--- config.mk ---
export PLATFORM = sky130hd
export DESIGN_NAME = multicycle_ctrl
export DESIGN_NICKNAME = d
export VERILOG_FILES = /design/src/rtl/ctrl_pkg.sv /design/src/rtl/multicycle_ctrl_cond_unit.sv /design/src/rtl/multicycle_ctrl.sv
export SDC_FILE = /design/constraint.sdc
export NUM_CORES = 1
export LEC_CHECK = 0
export ABC_CLOCK_PERIOD_IN_PS = 3200
export BUFFER_PORTS_ARGS = -buffer_cell sky130_fd_sc_hd__buf_2
export CORE_MARGIN = 2
export CORE_UTILIZATION = 38
export CTS_BUF_LIST = sky130_fd_sc_hd__clkbuf_4 sky130_fd_sc_hd__clkbuf_8
export CTS_CLUSTER_SIZE = 25
export DETAILED_ROUTE_END_ITERATION = 8
export GPL_TIMING_DRIVEN = 0
export PLACE_DENSITY = 0.77
export SYNTH_ARGS = -nofsm -noshare
export SYNTH_HDL_FRONTEND = slang
export SYNTH_HIERARCHICAL = 1
export SYNTH_SLANG_ARGS = --single-unit
export TNS_END_PERCENT = 100
--- constraint.sdc ---
create_clock -name clk -period 3.2 [get_ports clk]
set_input_delay 0.32 -clock clk [delete_from_list [all_inputs] [get_ports clk]]
set_output_delay 0.32 -clock clk [all_outputs]
set_load 0.005 [all_outputs]
--- src/rtl/ctrl_pkg.sv ---
// ctrl_pkg: shared encodings for the multicycle ARM-subset control unit.
//   - FSM state encodings (exposed on state_dbg)
//   - ALUControl command codes (ARM data-processing cmd field)
//   - condition code values
//   - ResultSrc / ALUSrcB select values and Op class values
package ctrl_pkg;

    typedef enum logic [3:0] {
        S_FETCH    = 4'd0,
        S_DECODE   = 4'd1,
        S_MEMADR   = 4'd2,
        S_MEMREAD  = 4'd3,
        S_MEMWB    = 4'd4,
        S_MEMWRITE = 4'd5,
        S_EXECUTER = 4'd6,
        S_EXECUTEI = 4'd7,
        S_ALUWB    = 4'd8,
        S_BRANCH   = 4'd9
    } state_t;

    localparam logic [3:0] ALU_AND = 4'b0000;
    localparam logic [3:0] ALU_EOR = 4'b0001;
    localparam logic [3:0] ALU_SUB = 4'b0010;
    localparam logic [3:0] ALU_RSB = 4'b0011;
    localparam logic [3:0] ALU_ADD = 4'b0100;
    localparam logic [3:0] ALU_CMP = 4'b1010;
    localparam logic [3:0] ALU_ORR = 4'b1100;
    localparam logic [3:0] ALU_MOV = 4'b1101;

    localparam logic [3:0] COND_EQ = 4'b0000;
    localparam logic [3:0] COND_NE = 4'b0001;
    localparam logic [3:0] COND_CS = 4'b0010;
    localparam logic [3:0] COND_CC = 4'b0011;
    localparam logic [3:0] COND_MI = 4'b0100;
    localparam logic [3:0] COND_PL = 4'b0101;
    localparam logic [3:0] COND_VS = 4'b0110;
    localparam logic [3:0] COND_VC = 4'b0111;
    localparam logic [3:0] COND_HI = 4'b1000;
    localparam logic [3:0] COND_LS = 4'b1001;
    localparam logic [3:0] COND_GE = 4'b1010;
    localparam logic [3:0] COND_LT = 4'b1011;
    localparam logic [3:0] COND_GT = 4'b1100;
    localparam logic [3:0] COND_LE = 4'b1101;
    localparam logic [3:0] COND_AL = 4'b1110;

    localparam logic [1:0] RS_ALUOUT    = 2'b00;
    localparam logic [1:0] RS_READDATA  = 2'b01;
    localparam logic [1:0] RS_ALURESULT = 2'b10;

    localparam logic [1:0] SRCB_RD2  = 2'b00;
    localparam logic [1:0] SRCB_IMM  = 2'b01;
    localparam logic [1:0] SRCB_FOUR = 2'b10;

    localparam logic [1:0] OP_DP  = 2'b00;
    localparam logic [1:0] OP_MEM = 2'b01;
    localparam logic [1:0] OP_BR  = 2'b10;

endpackage

--- src/rtl/multicycle_ctrl_cond_unit.sv ---
// cond_unit: NZCV flag register plus condition evaluation.
//   clk, reset    : clock, synchronous active-high reset (clears flags)
//   i_cond        : instruction condition field
//   i_alu_flags   : live ALU {N,Z,C,V}
//   i_flag_w      : flag load request from the FSM (before condition gating)
//   o_cond_ex     : condition passes against the registered flags
//   o_flags       : registered {N,Z,C,V}
module cond_unit
    import ctrl_pkg::*;
#(
    parameter int FLAGW = 4
) (
    input  logic             clk,
    input  logic             reset,
    input  logic [3:0]       i_cond,
    input  logic [FLAGW-1:0] i_alu_flags,
    input  logic             i_flag_w,
    output logic             o_cond_ex,
    output logic [FLAGW-1:0] o_flags
);

    logic [FLAGW-1:0] r_flags;
    logic             w_n, w_z, w_c, w_v;

    assign {w_n, w_z, w_c, w_v} = r_flags;

    always_comb begin
        case (i_cond)
            COND_EQ: o_cond_ex = w_z;
            COND_NE: o_cond_ex = ~w_z;
            COND_CS: o_cond_ex = w_c;
            COND_CC: o_cond_ex = ~w_c;
            COND_MI: o_cond_ex = w_n;
            COND_PL: o_cond_ex = ~w_n;
            COND_VS: o_cond_ex = w_v;
            COND_VC: o_cond_ex = ~w_v;
            COND_HI: o_cond_ex = w_c & ~w_z;
            COND_LS: o_cond_ex = ~w_c | w_z;
            COND_GE: o_cond_ex = (w_n == w_v);
            COND_LT: o_cond_ex = (w_n != w_v);
            COND_GT: o_cond_ex = ~w_z & (w_n == w_v);
            COND_LE: o_cond_ex = w_z | (w_n != w_v);
            COND_AL: o_cond_ex = 1'b1;
            default: o_cond_ex = 1'b0;   // 1111: never
        endcase
    end

    always_ff @(posedge clk) begin
        if (reset)
            r_flags <= '0;
        else if (i_flag_w && o_cond_ex)
            r_flags <= i_alu_flags;
    end

    assign o_flags = r_flags;

endmodule

--- src/rtl/multicycle_ctrl.sv ---
// multicycle_ctrl: Moore-FSM control unit for the multicycle ARM-subset
// datapath (shared ALU, unified memory).
//   clk, reset     : clock, synchronous active-high reset
//   Cond/Op/Funct/Rd : instruction register fields
//   ALUFlags       : live ALU {N,Z,C,V}
//   PCWrite, AdrSrc, MemWrite, IRWrite, RegWrite : datapath enables/selects
//   ResultSrc, ALUSrcA, ALUSrcB, ALUControl, ImmSrc, RegSrc : datapath muxes
//   Flags          : registered NZCV
//   state_dbg      : current FSM state
module multicycle_ctrl
    import ctrl_pkg::*;
#(
    parameter int FLAGW = 4
) (
    input  logic             clk,
    input  logic             reset,
    input  logic [3:0]       Cond,
    input  logic [1:0]       Op,
    input  logic [5:0]       Funct,
    input  logic [3:0]       Rd,
    input  logic [FLAGW-1:0] ALUFlags,
    output logic             PCWrite,
    output logic             AdrSrc,
    output logic             MemWrite,
    output logic             IRWrite,
    output logic             RegWrite,
    output logic [1:0]       ResultSrc,
    output logic             ALUSrcA,
    output logic [1:0]       ALUSrcB,
    output logic [3:0]       ALUControl,
    output logic [1:0]       ImmSrc,
    output logic [1:0]       RegSrc,
    output logic [FLAGW-1:0] Flags,
    output logic [3:0]       state_dbg
);

    state_t r_state;
    state_t w_next_state;

    logic w_cond_ex;
    logic w_no_write;     // TST/TEQ/CMP/CMN: flags only, no register result
    logic w_flag_w;
    logic w_pcw_fetch;    // PC+4 in FETCH, never condition-gated
    logic w_pcw_cond;     // branch / PC-destination write, condition-gated
    logic w_memw;
    logic w_regw;
    logic w_irw;

    assign w_no_write = (Op == OP_DP) && (Funct[4:3] == 2'b10);
    assign w_flag_w   = ((r_state == S_EXECUTER) || (r_state == S_EXECUTEI)) &&
                        (Funct[0] || w_no_write);

    cond_unit #(.FLAGW(FLAGW)) u_cond (
        .clk         (clk),
        .reset       (reset),
        .i_cond      (Cond),
        .i_alu_flags (ALUFlags),
        .i_flag_w    (w_flag_w),
        .o_cond_ex   (w_cond_ex),
        .o_flags     (Flags)
    );

    // State register
    always_ff @(posedge clk) begin
        if (reset)
            r_state <= S_FETCH;
        else
            r_state <= w_next_state;
    end

    // Next-state logic
    always_comb begin
        w_next_state = S_FETCH;
        case (r_state)
            S_FETCH:  w_next_state = S_DECODE;
            S_DECODE: begin
                case (Op)
                    OP_DP:   w_next_state = Funct[5] ? S_EXECUTEI : S_EXECUTER;
                    OP_MEM:  w_next_state = S_MEMADR;
                    OP_BR:   w_next_state = S_BRANCH;
                    default: w_next_state = S_FETCH;
                endcase
            end
            S_MEMADR:   w_next_state = Funct[0] ? S_MEMREAD : S_MEMWRITE;
            S_MEMREAD:  w_next_state = S_MEMWB;
            S_EXECUTER: w_next_state = S_ALUWB;
            S_EXECUTEI: w_next_state = S_ALUWB;
            default:    w_next_state = S_FETCH;
        endcase
    end

    // Moore output decode (raw enables; condition/reset gating below)
    always_comb begin
        w_pcw_fetch = 1'b0;
        w_pcw_cond  = 1'b0;
        w_memw      = 1'b0;
        w_regw      = 1'b0;
        w_irw       = 1'b0;
        AdrSrc      = 1'b0;
        ResultSrc   = RS_ALUOUT;
        ALUSrcA     = 1'b0;
        ALUSrcB     = SRCB_RD2;
        ALUControl  = ALU_AND;
        case (r_state)
            S_FETCH: begin
                w_irw       = 1'b1;
                w_pcw_fetch = 1'b1;
                ALUSrcA     = 1'b1;
                ALUSrcB     = SRCB_FOUR;
                ALUControl  = ALU_ADD;
                ResultSrc   = RS_ALURESULT;
            end
            S_DECODE: begin
                ALUSrcA    = 1'b1;
                ALUSrcB    = SRCB_FOUR;
                ALUControl = ALU_ADD;
                ResultSrc  = RS_ALURESULT;
            end
            S_MEMADR: begin
                ALUSrcB    = SRCB_IMM;
                ALUControl = ALU_ADD;
            end
            S_MEMREAD:  AdrSrc = 1'b1;
            S_MEMWB: begin
                ResultSrc  = RS_READDATA;
                w_regw     = 1'b1;
                w_pcw_cond = (Rd == 4'hF);
            end
            S_MEMWRITE: begin
                AdrSrc = 1'b1;
                w_memw = 1'b1;
            end
            S_EXECUTER: ALUControl = Funct[4:1];
            S_EXECUTEI: begin
                ALUSrcB    = SRCB_IMM;
                ALUControl = Funct[4:1];
            end
            S_ALUWB: begin
                w_regw     = ~w_no_write;
                w_pcw_cond = ~w_no_write && (Rd == 4'hF);
            end
            S_BRANCH: begin
                ALUSrcB    = SRCB_IMM;
                ALUControl = ALU_ADD;
                ResultSrc  = RS_ALURESULT;
                w_pcw_cond = 1'b1;
            end
            default: ;
        endcase
    end

    // Reset forces every architectural write low so an aborted instruction
    // leaves no partial update behind.
    assign PCWrite  = ~reset & (w_pcw_fetch | (w_pcw_cond & w_cond_ex));
    assign MemWrite = ~reset & w_memw & w_cond_ex;
    assign RegWrite = ~reset & w_regw & w_cond_ex;
    assign IRWrite  = ~reset & w_irw;

    assign ImmSrc    = Op;
    assign RegSrc    = {(Op == OP_MEM) && !Funct[0], (Op == OP_BR)};
    assign state_dbg = r_state;

endmodule

### Word-level counts from Yosys, hierarchy flattened

Cells that the tools add are included.
Widths: inputs -> output; s select.

| storage, ports and cells | value |
|---|---|
| memories kept | 0 |
| input bits | 22 |
| bits in read-only memories | 0 |
| RAM bits | 0 |
| register bits after elaboration | 8 |
| latch bits | 0 |
| word-level logic and storage cells | 80 |
| output and inout bits | 26 |

| operators by class | value |
|---|---|
| shift operators | 0 |
| bitwise logic cells | 18 |
| $add $sub $neg | 0 |
| reductions and logical operators | 17 |
| order comparisons | 0 |
| multiplexer cells | 14 |
| equal/unequal tests | 29 |
| multipliers | 0 |
| div/mod/pow operators | 0 |

Operators by type and width:

| operator | count |
|---|---|
| $eq 4x4->1 const B | 10 |
| $eq 4x3->1 const B | 8 |
| $pmux 4 s5 | 1 |
| $eq 4x2->1 const B | 4 |
| $pmux 1 s15 | 1 |
| $pmux 4 s3 | 1 |
| $and 1x1->1 | 9 |
| $eq 4x1->1 const B | 2 |
| $logic_not 4->1 | 2 |
| $pmux 2 s2 | 2 |
| $pmux 4 s2 | 1 |
| $not 1->1 | 6 |
| $reduce_or 2->1 | 3 |
| $reduce_or 3->1 | 2 |
| $logic_and 1x1->1 | 5 |
| $mux 1 | 5 |
| $eq 2x2->1 const B | 2 |
| $reduce_or 4->1 | 1 |
| $mux 3 | 1 |
| $or 1x1->1 | 3 |
| $pmux 1 s3 | 1 |
| $eq 2x1->1 const B | 1 |
| $logic_not 2->1 | 1 |
| $logic_or 1x1->1 | 2 |
| other kinds (4) | 4 |

### Depth between registers and ports, before layout

Gate-level depths: netlist (run 1).

| depth | value |
|---|---|
| depth after elaboration | 8 |
| gate-level depth with buffers | 7 |
| gate-level depth less buffers | 7 |

### Hierarchy

The synthesis (run 1) kept the hierarchy.

Modules (own cells, without submodules):

| module | cells an instance | instances | seq. area each (um^2) | area each (um^2) |
|---|---|---|---|---|
| multicycle_ctrl | 59 | 1 | 80.1 | 442.9 |
| cond_unit | 38 | 1 | 80.1 | 341.6 |

### Least setup slack after synthesis (run 1)

Ideal clock, no wire load.

| path | value |
|---|---|
| kind | register to output |
| from | register u_cond.r_flags[1] (netlist: u_cond/o_flags[1]) |
| to | output PCWrite |
| path buffers | 0 |
| stages on the path, launching flop included | 7 |
| arrival time | 1.885 ns |
| slack | 0.995 ns |
| data required time | 2.880 ns |
| cells stage by stage | dfxtp_1 a21boi_0 a211oi_1 or3_4 a31oi_1 or4b_4 o31ai_2 |

| on the way | value |
|---|---|
| cells in the longest elaborated chain, start to end | 6 |
| elaborated cells on any way between the ends | 7 |
| classes of those cells | mux (1); bitwise (6) |

RTL lines:

| item | RTL line | text |
|---|---|---|
| from (decl) | multicycle_ctrl_cond_unit.sv:22 | `logic [FLAGW-1:0] r_flags;` |
| from (signal assigned) | multicycle_ctrl_cond_unit.sv:52 | `r_flags <= i_alu_flags;` |
| $not 1->1 | multicycle_ctrl_cond_unit.sv:32, multicycle_ctrl_cond_unit.sv:38 |  |
| $or 1x1->1 | multicycle_ctrl_cond_unit.sv:38 | `COND_LS: o_cond_ex = ~w_c \| w_z;` |
| $pmux 1 s15 * | multicycle_ctrl_cond_unit.sv:28 | `case (i_cond)` |
| named net w_cond_ex | multicycle_ctrl.sv:40 | `logic w_cond_ex;` |
| $and 1x1->1 * | multicycle_ctrl.sv:154 | `assign PCWrite = ~reset & (w_pcw_fetch \| (w_pcw_cond & w_cond_ex));` |
| $or 1x1->1 * | multicycle_ctrl.sv:154 |  |
| $and 1x1->1 * | multicycle_ctrl.sv:154 |  |
| to (decl) | multicycle_ctrl.sv:22 | `output logic PCWrite,` |

Mark *: on every way through the listed nets, which the timed path passes. The rest lies on a longest branch.

### Worst setup path in the final report (run 1)

| path | value |
|---|---|
| from | register u_cond.r_flags[3] (netlist: u_cond/o_flags[3]) |
| to | output PCWrite |

| on the way | value |
|---|---|
| cells in the longest elaborated chain, start to end | 6 |
| elaborated cells on any way between the ends | 9 |
| classes of those cells | eq/ne (2); mux (1); bitwise (6) |

RTL lines:

| item | RTL line |
|---|---|
| $ne 1x1->1 or $eq 1x1->1 (tied branches) | n/a |
| $or 1x1->1 or $and 1x1->1 (tied branches) | multicycle_ctrl_cond_unit.sv:42, multicycle_ctrl_cond_unit.sv:41 |
| $pmux 1 s15 * | multicycle_ctrl_cond_unit.sv:28 |
| named net w_cond_ex | multicycle_ctrl.sv:40 |
| $and 1x1->1 * | multicycle_ctrl.sv:154 |
| $or 1x1->1 * | multicycle_ctrl.sv:154 |
| $and 1x1->1 * | multicycle_ctrl.sv:154 |

Marks and branches as above.

==> metrics.csv, run 1 <==
stage,metric,value,unit
critical_path,r2r_end,u_cond/o_flags[2],
floorplanning,die_footprint,2440,µm²
flow_run,maxCapViolations,0,
synthesis,synth-edff-count,0,
timing,worst-slew-pin-transition,478,ps
finish,num-nets-final,171,
finish,fillers,220,
drt,via_per_inst,5.12,
global_routing,globalRouteMet2Util,32.7,%
finish,layout.area.seq,160,µm²
floorplanning,core_area,1960,µm²
critical_path,critical_path_peak_fanout,6,
power_and_ir_drop,report.power.total,285,µW
global_routing,grt.met3_usage,4.60,%
power_and_ir_drop,peakVddDrop,0.000170,V
synthesis,synth_top_cells_by_area,"sky130_fd_sc_hd__dfxtp_1, sky130_fd_sc_hd__nand2b_1, sky130_fd_sc_hd__mux2i_1",
synthesis,number_of_nets_produced_by_synthesis,119,
finish,layout_commonest_cell,sky130_fd_sc_hd__buf_2,
drt,route.detailed.drc,0,
timing,minimum_clock_period_after_layout,2730,ps
drt,dr.pass1.iters,4,
cts,cts-root-buf,sky130_fd_sc_hd__clkbuf_4,
global_routing,track_usage,18.4,%
worst_hold_path,hold_class,input port to flip-flop,
global_routing,busiest_layer,met2,
global_routing,globalRouteOverflowTotal,0,
finish,multi_input_comb_area,556,µm²
worst_hold_path,timing.hold.worst_path_depth,3,
finish,final_antenna_diode_count,0,
placement,dp.cells,171,
synthesis,post-synth-top-area-cell,sky130_fd_sc_hd__dfxtp_1,
critical_path,r2r_slack,1310,ps
finish,layout-drive-gt1-share,43.5,%
critical_path,critical_path.reg2reg.startpoint,state_dbg[2],
finish,layout_common_cells,"sky130_fd_sc_hd__buf_2, sky130_fd_sc_hd__dfxtp_1, sky130_fd_sc_hd__nand2b_1",
timing,grt_setup_unrepaired,false,
global_routing,grt_pass1_vias,816,
power_and_ir_drop,cellPowerDensity,265,nW/µm²
drt,final_antenna_net_count,0,
timing,fmaxAchievable,0.367,GHz
global_routing,gr-usage-met1,21.3,%
cts,cts.sinks,8,
finish,areaGrowthSynthToFinish,37.2,%
synthesis,seq_area_frac_synth,20.4,%
critical_path,timing.setup.critical_path_class,flip-flop to primary output,
timing,number_of_hold_slack_violations_in_the_final_timing_report,0,
drt,detail_route.wl_per_cell,12.0,µm
synthesis,yosysTopAreaCellShare,20.4,%
timing,worst_hold_slack,333,ps
floorplanning,start_util,40.0,%
floorplanning,floorplan.die.height,49.4,µm
critical_path,cp.arrival,2410,ps
critical_path,worst_ep_required_time,2880,ps
outcome,outcome,"complete, no violations",
placement,pre_cts_slack,651,ps
global_routing,grt_max_degree,14,
floorplanning,die-width,49.4,µm
drt,detailedRoute.firstIterationViolations,9,
global_routing,grt_pass1_wl,3560,µm
timing,finClkSkew,3.02,ps
critical_path,worst-r2r-cell-count,6,
placement,io_buffer_count,47,
timing,final_critical_path_setup_slack,472,ps
critical_path,startpoint_type,flip-flop,
cts,hold_buffers,0,
cts,path_clk_slew,50,ps
cts,tritoncts_clock_tree,done,
timing,timing.final.max_slew_violations,0,
finish,instances_no_fill,174,
global_routing,initial_antenna_violation_count,0,
synthesis,yosys_register_bits,8,
cts,cts_inserted_buffers,3,
cts,cts_post_setup_buffers_inserted,0,
floorplanning,io_pins,48,
timing,timing.setup.tns,0,ps
synthesis,synth_cell_types,39,
cts,clk-insertion-delay-late,250,ps
placement,globalplace.congestion,0.839,
synthesis,synth_ff_type,sky130_fd_sc_hd__dfxtp_1,
timing,finalSetupViolations,0,
power_and_ir_drop,cellLeakagePower,0.000514,µW
synthesis,synthesis.area_per_instance,8.09,µm²
drt,finalWirelength,2100,µm
cts,ctsHtreeMaxLevel,1,
synthesis,ys_async_sr_fraction,0,%
synthesis,post_synth_inst_count,97,
cts,cts_max_path_buffers,2,
floorplanning,num_rows,16,
critical_path,crit_start,u_cond/o_flags[3],
timing,timing.slew.headroom,67.7,%
synthesis,mappedNetlistArea,785,µm²
critical_path,timing.critical_path.to,PCWrite,
critical_path,cp-end-kind,primary output,
timing,final_min_period_over_clock_period,85.3,%
cts,post_cts.resized_instances,0,
synthesis,synth.yosys.warnings,6,
placement,detailed_placement_wirelength_estimate,1690,µm
drt,detailroute.via_count,891,
## state kept, by name (all words and copies together), names as in the netlist
register        cells
state_dbg           4
u_cond/o_flags      4
## Yosys cell counts, types with 2 or more instances
cell                        count
sky130_fd_sc_hd__nor2_1         5
sky130_fd_sc_hd__nor2b_1        4
sky130_fd_sc_hd__mux2i_1        4
sky130_fd_sc_hd__nor3b_1        4
sky130_fd_sc_hd__buf_2          4
sky130_fd_sc_hd__a21boi_0       3
sky130_fd_sc_hd__o2bb2ai_1      2
sky130_fd_sc_hd__nor3_1         6
sky130_fd_sc_hd__a21oi_1        3
sky130_fd_sc_hd__a31oi_1        2
sky130_fd_sc_hd__nand2b_1       7
sky130_fd_sc_hd__buf_4          3
sky130_fd_sc_hd__nand3b_1       2
sky130_fd_sc_hd__and3_1         4
sky130_fd_sc_hd__xnor2_1        3
sky130_fd_sc_hd__dfxtp_1        8
sky130_fd_sc_hd__or4b_4         2
sky130_fd_sc_hd__inv_1          4
sky130_fd_sc_hd__a211oi_1       2
sky130_fd_sc_hd__o21ai_0        4
sky130_fd_sc_hd__or3_1          2
sky130_fd_sc_hd__or2b_1         2
## where the power goes
| part | internal, µW | switching, µW |
|---|---|---|
| logic | 50.0 | 51.5 |
| clock network | 42.9 | 34.4 |
| registers | 103 | 3.46 |
| total | 196 | 89.4 |
## worst min-delay path by stage
stage	to	startpoint	slack (ps)
after floorplan	state_dbg[3]	reset	400
after global placement	u_cond/o_flags[2]	u_cond/o_flags[2]	480
after detailed placement	u_cond/o_flags[1]	u_cond/o_flags[1]	530
after CTS	u_cond/o_flags[0]	ALUFlags[0]	330
after global routing	u_cond/o_flags[1]	ALUFlags[1]	320
final	u_cond/o_flags[1]	ALUFlags[1]	330
## area by class of cell
class,instances,area share (%)
multi-input cells,77,51.6
well taps,27,3.14
clock buffers,3,2.09
repair buffers,47,21.9
inverters,4,1.40
flip-flops and latches,8,14.9
plain buffers,8,5.00
## metrics by stage
step                      area (µm²)  utilization, %
after floorplan                  785               -
after global placement          1050            53.7
after detailed placement        1050            53.7
after CTS                       1080            54.8
after global routing            1080            54.8
final                           1080            54.8
## cell families after synthesis
| family | after synthesis | share of synthesized area [%] |
|---|---|---|
| simple gates | 45 | 37.6 |
| flops | 8 | 20.4 |
| buf+inv | 12 | 8.77 |
| mux | 5 | 6.54 |
| compound gates | 23 | 22.2 |
| xor+xnor | 4 | 4.47 |
## worst max-delay path: stages, from the launching register on
cell	delay, ps
sky130_fd_sc_hd__dfxtp_1	420
sky130_fd_sc_hd__xnor2_1	100
sky130_fd_sc_hd__a211oi_1	300
sky130_fd_sc_hd__o21ai_0	230
sky130_fd_sc_hd__a31oi_1	280
sky130_fd_sc_hd__or4b_4	500
sky130_fd_sc_hd__o31ai_2	190
sky130_fd_sc_hd__buf_2	150
## per-layer routing
metal  share of wire, %  vias to the layer above
met1                 41                      413
met3                4.6                        2
met5                  0                        -
li1                   -                      454
met2                 53                       22
met4               0.76                        0
No activity file was read; power rests on OpenSTA's default activity.
==> run 2: changes to the inputs <==
Settings changed: PLACE_DENSITY 0.77 to 0.74, SKIP_CTS_REPAIR_TIMING from default to 1, SYNTH_HIERARCHICAL 1 to default.
==> run 2 against run 1 <==
Clock-buffer cell count unchanged. Critical path depth decreased by 1. Register-to-register slack improved by 100 ps. Sequential cell count unchanged. Largest cell class unchanged. Largest power group is now combinational cells.
==> metrics.csv, run 2 <==
stage,metric,value,unit,change
drt,dr.pass1.iters,4,,unchanged
timing,minimum_clock_period_after_layout,2510,ps,-218 ps
timing,number_of_hold_slack_violations_in_the_final_timing_report,0,,unchanged
cts,cts-root-buf,sky130_fd_sc_hd__clkbuf_4,,
drt,final_antenna_net_count,0,,unchanged
global_routing,initial_antenna_violation_count,0,,unchanged
floorplanning,num_rows,17,,+1
power_and_ir_drop,seqPwrFrac,35.8,%,-1.5 points
placement,io_buffer_count,44,,-6.4%
synthesis,number_of_nets_produced_by_synthesis,144,,+21%
power_and_ir_drop,power.combinational.fraction,38.0,%,+2.4 points
synthesis,post_synth_inst_count,122,,+26%
power_and_ir_drop,cellPowerDensity,252,nW/µm²,-5.1%
floorplanning,io_pins,48,,unchanged
floorplanning,die_footprint,2780,µm²,+14%
global_routing,grt_pass1_wl,4190,µm,+18%
timing,timing.setup.tns,0,ps,unchanged
global_routing,busiest_layer,met2,,
timing,timing.slew.headroom,60.2,%,-7.5 points
drt,detailroute.via_count,1116,,+25%
timing,finClkSkew,4.62,ps,+1.61 ps
cts,cts_max_path_buffers,2,,unchanged
cts,path_clk_slew,60,ps,about the same
timing,grt_setup_unrepaired,false,,
cts,cts_inserted_buffers,3,,unchanged
global_routing,grt_pass1_vias,1019,,+25%
placement,detailed_placement_wirelength_estimate,1970,µm,+16%
drt,finalWirelength,2570,µm,+23%
timing,final_min_period_over_clock_period,78.4,%,-6.8 points
drt,detailedRoute.firstIterationViolations,23,,+14
finish,layout_commonest_cell,sky130_fd_sc_hd__buf_2,,
finish,areaGrowthSynthToFinish,30.8,%,
placement,globalplace.congestion,0.814,,-2.9%
synthesis,seq_area_frac_synth,17.8,%,-2.7 points
global_routing,track_usage,20.0,%,+1.5 points
drt,detail_route.wl_per_cell,13.0,µm,+8.2%
finish,num-nets-final,193,,+13%
critical_path,timing.setup.critical_path_class,flip-flop to primary output,,
outcome,outcome,"complete, no violations",,
power_and_ir_drop,power.switching_fraction,34.0,%,+2.7 points
synthesis,mappedNetlistArea,902,µm²,+15%
timing,worst-slew-pin-transition,594,ps,+116 ps
critical_path,startpoint_type,flip-flop,,
synthesis,synth_cell_types,41,,+5.1%
floorplanning,core_area,2230,µm²,+14%
synthesis,synth_most_common_cell,sky130_fd_sc_hd__nand2_1,,
global_routing,grt_max_degree,11,,-3
synthesis,post-synth-top-area-cell,sky130_fd_sc_hd__dfxtp_1,,
power_and_ir_drop,peakVddDrop,0.000180,V,+5.8%
worst_hold_path,hold_class,input port to flip-flop,,
timing,timing.final.max_slew_violations,0,,unchanged
finish,layout_common_cells,"sky130_fd_sc_hd__buf_2, sky130_fd_sc_hd__nand2_1, sky130_fd_sc_hd__o21ai_0, sky130_fd_sc_hd__dfxtp_1, sky130_fd_sc_hd__nor3_1",,
placement,placement.cell_area,1160,µm²,+9.9%
synthesis,ys_async_sr_fraction,0,%,unchanged
flow_run,maxCapViolations,0,,unchanged
power_and_ir_drop,internal_power,196,µW,about the same
timing,fmaxAchievable,0.398,GHz,+8.7%
global_routing,globalRouteMet2Util,35.4,%,+2.8 points
global_routing,gr-usage-met1,23.3,%,+2.0 points
finish,layout-drive-gt1-share,36.1,%,-7.4 points
critical_path,critical_path_peak_fanout,9,,+3
cts,tritoncts_clock_tree,done,,
floorplanning,die-width,52.7,µm,+6.7%
cts,clk-insertion-delay-late,250,ps,about the same
synthesis,synth_ff_type,sky130_fd_sc_hd__dfxtp_1,,
synthesis,yosysTopAreaCellShare,17.8,%,-2.7 points
critical_path,cp.arrival,2190,ps,-220 ps
synthesis,synth-edff-count,0,,unchanged
drt,route.detailed.drc,0,,unchanged
timing,worst_hold_slack,382,ps,+48.9 ps
synthesis,yosys_register_bits,8,,unchanged
synthesis,synth.yosys.warnings,0,,-6
global_routing,grt.met3_usage,4.29,%,-0.32 points
critical_path,cp-end-kind,primary output,,
drt,via_per_inst,5.66,,+11%
synthesis,synth_top_cells_by_area,"sky130_fd_sc_hd__dfxtp_1, sky130_fd_sc_hd__nand2_1, sky130_fd_sc_hd__nor3b_1",,
synthesis,synth_top_cells_by_count,"sky130_fd_sc_hd__nand2_1, sky130_fd_sc_hd__dfxtp_1, sky130_fd_sc_hd__o21ai_0",,
critical_path,worst_ep_required_time,2880,ps,about the same
finish,postLayoutCellArea,1180,µm²,+9.7%
finish,fillers,237,,+7.7%
power_and_ir_drop,clock_power_share,26.2,%,-0.9 points
global_routing,globalRouteOverflowTotal,0,,unchanged
finish,final_antenna_diode_count,0,,unchanged
cts,cts.sinks,8,,unchanged
synthesis,synthesis.area_per_instance,7.39,µm²,-8.6%
floorplanning,floorplan.die.height,52.7,µm,+6.7%
cts,ctsHtreeMaxLevel,1,,unchanged
floorplanning,start_util,40.4,%,+0.40 points
timing,finalSetupViolations,0,,unchanged
power_and_ir_drop,power.switching,101,µW,+13%
power_and_ir_drop,cellLeakagePower,0.000503,µW,-2.0%
run 2: cell types whose count changed in the layout (fill, tap and decap cells not counted), moves of 3 or more:
| cell | change |
|---|---|
| sky130_fd_sc_hd__o311ai_1 | +4 |
| sky130_fd_sc_hd__buf_2 | -4 |
| sky130_fd_sc_hd__nand2b_1 | -5 |
| sky130_fd_sc_hd__nand2_1 | +12 |
| sky130_fd_sc_hd__o21ai_0 | +4 |
| sky130_fd_sc_hd__nand4b_1 | +3 |
| sky130_fd_sc_hd__clkbuf_1 | +6 |
| sky130_fd_sc_hd__a32oi_1 | +4 |
| sky130_fd_sc_hd__mux2i_1 | -4 |
run 2: critical path: stages (launching register included):
cell	delay (ps)
sky130_fd_sc_hd__dfxtp_1	480
sky130_fd_sc_hd__xnor2_1	140
sky130_fd_sc_hd__a22oi_1	230
sky130_fd_sc_hd__mux2i_2	550
sky130_fd_sc_hd__nor3_2	130
sky130_fd_sc_hd__o41ai_2	230
sky130_fd_sc_hd__buf_2	170
run 2: path summary, 6_finish.rpt:
check | slack (ps) | depth (start not counted) | endpoint | startpoint
max | 690 | 6 | PCWrite | u_cond.o_flags[3]
min | 380 | 3 | state_dbg[0] | Funct[5]
max reg2reg | 1410 | 5 | u_cond.o_flags[1] | u_cond.o_flags[3]
min reg2reg | 570 | 2 | u_cond.o_flags[2] | u_cond.o_flags[2]
run 2: through the flow:
| step | setup slack, ps | utilization (%) | std cells | power [µW] |
|---|---|---|---|---|
| 2_1_floorplan | 1280 | - | 122 | 178 |
| 3_3_place_gp | 927 | 51.8 | 194 | 218 |
| 3_5_place_dp | 859 | 51.8 | 194 | 221 |
| 4_1_cts | 691 | 52.8 | 197 | 300 |
| 5_1_grt | 531 | 52.8 | 197 | 321 |
| 6_report | 690 | 52.8 | 197 | 297 |
run 2: cells by family after synthesis:
family | after synthesis | share of synthesized area [%]
flip-flops | 8 | 17.8
AND/OR/NAND/NOR | 58 | 38.4
XOR/XNOR | 5 | 4.85
multiplexers | 1 | 1.53
AO/OA/AOI/OAI | 33 | 28.3
buffers and inverters | 17 | 9.15
run 2: routing by layer:
| layer | wire length, µm | up-vias |
|---|---|---|
| li1 | - | 551 |
| met2 | 1260 | 45 |
| met4 | 9 | 0 |
| met1 | 1130 | 518 |
| met3 | 163 | 2 |
| met5 | 0 | - |
run 2: area by class of cell:
type / count / area (µm²) / share of cell area (%)
timing repair buffer: 44 / 220 / 18.7
tap: 28 / 35.0 / 2.97
multi-input combinational: 97 / 659 / 55.9
sequential: 8 / 160 / 13.6
clock buffer: 3 / 22.5 / 1.91
inverter: 5 / 18.8 / 1.59
buffer: 12 / 63.8 / 5.41
run 2: power groups by stage:
stage / Clock [µW] / Sequential, µW / Combinational [µW]
floorplan: 0 / 108 / 69.7
global placement: 0 / 108 / 110
detailed placement: 0 / 108 / 113
CTS: 80.2 / 106 / 113
global route: 88.0 / 107 / 126
finish: 77.7 / 106 / 113
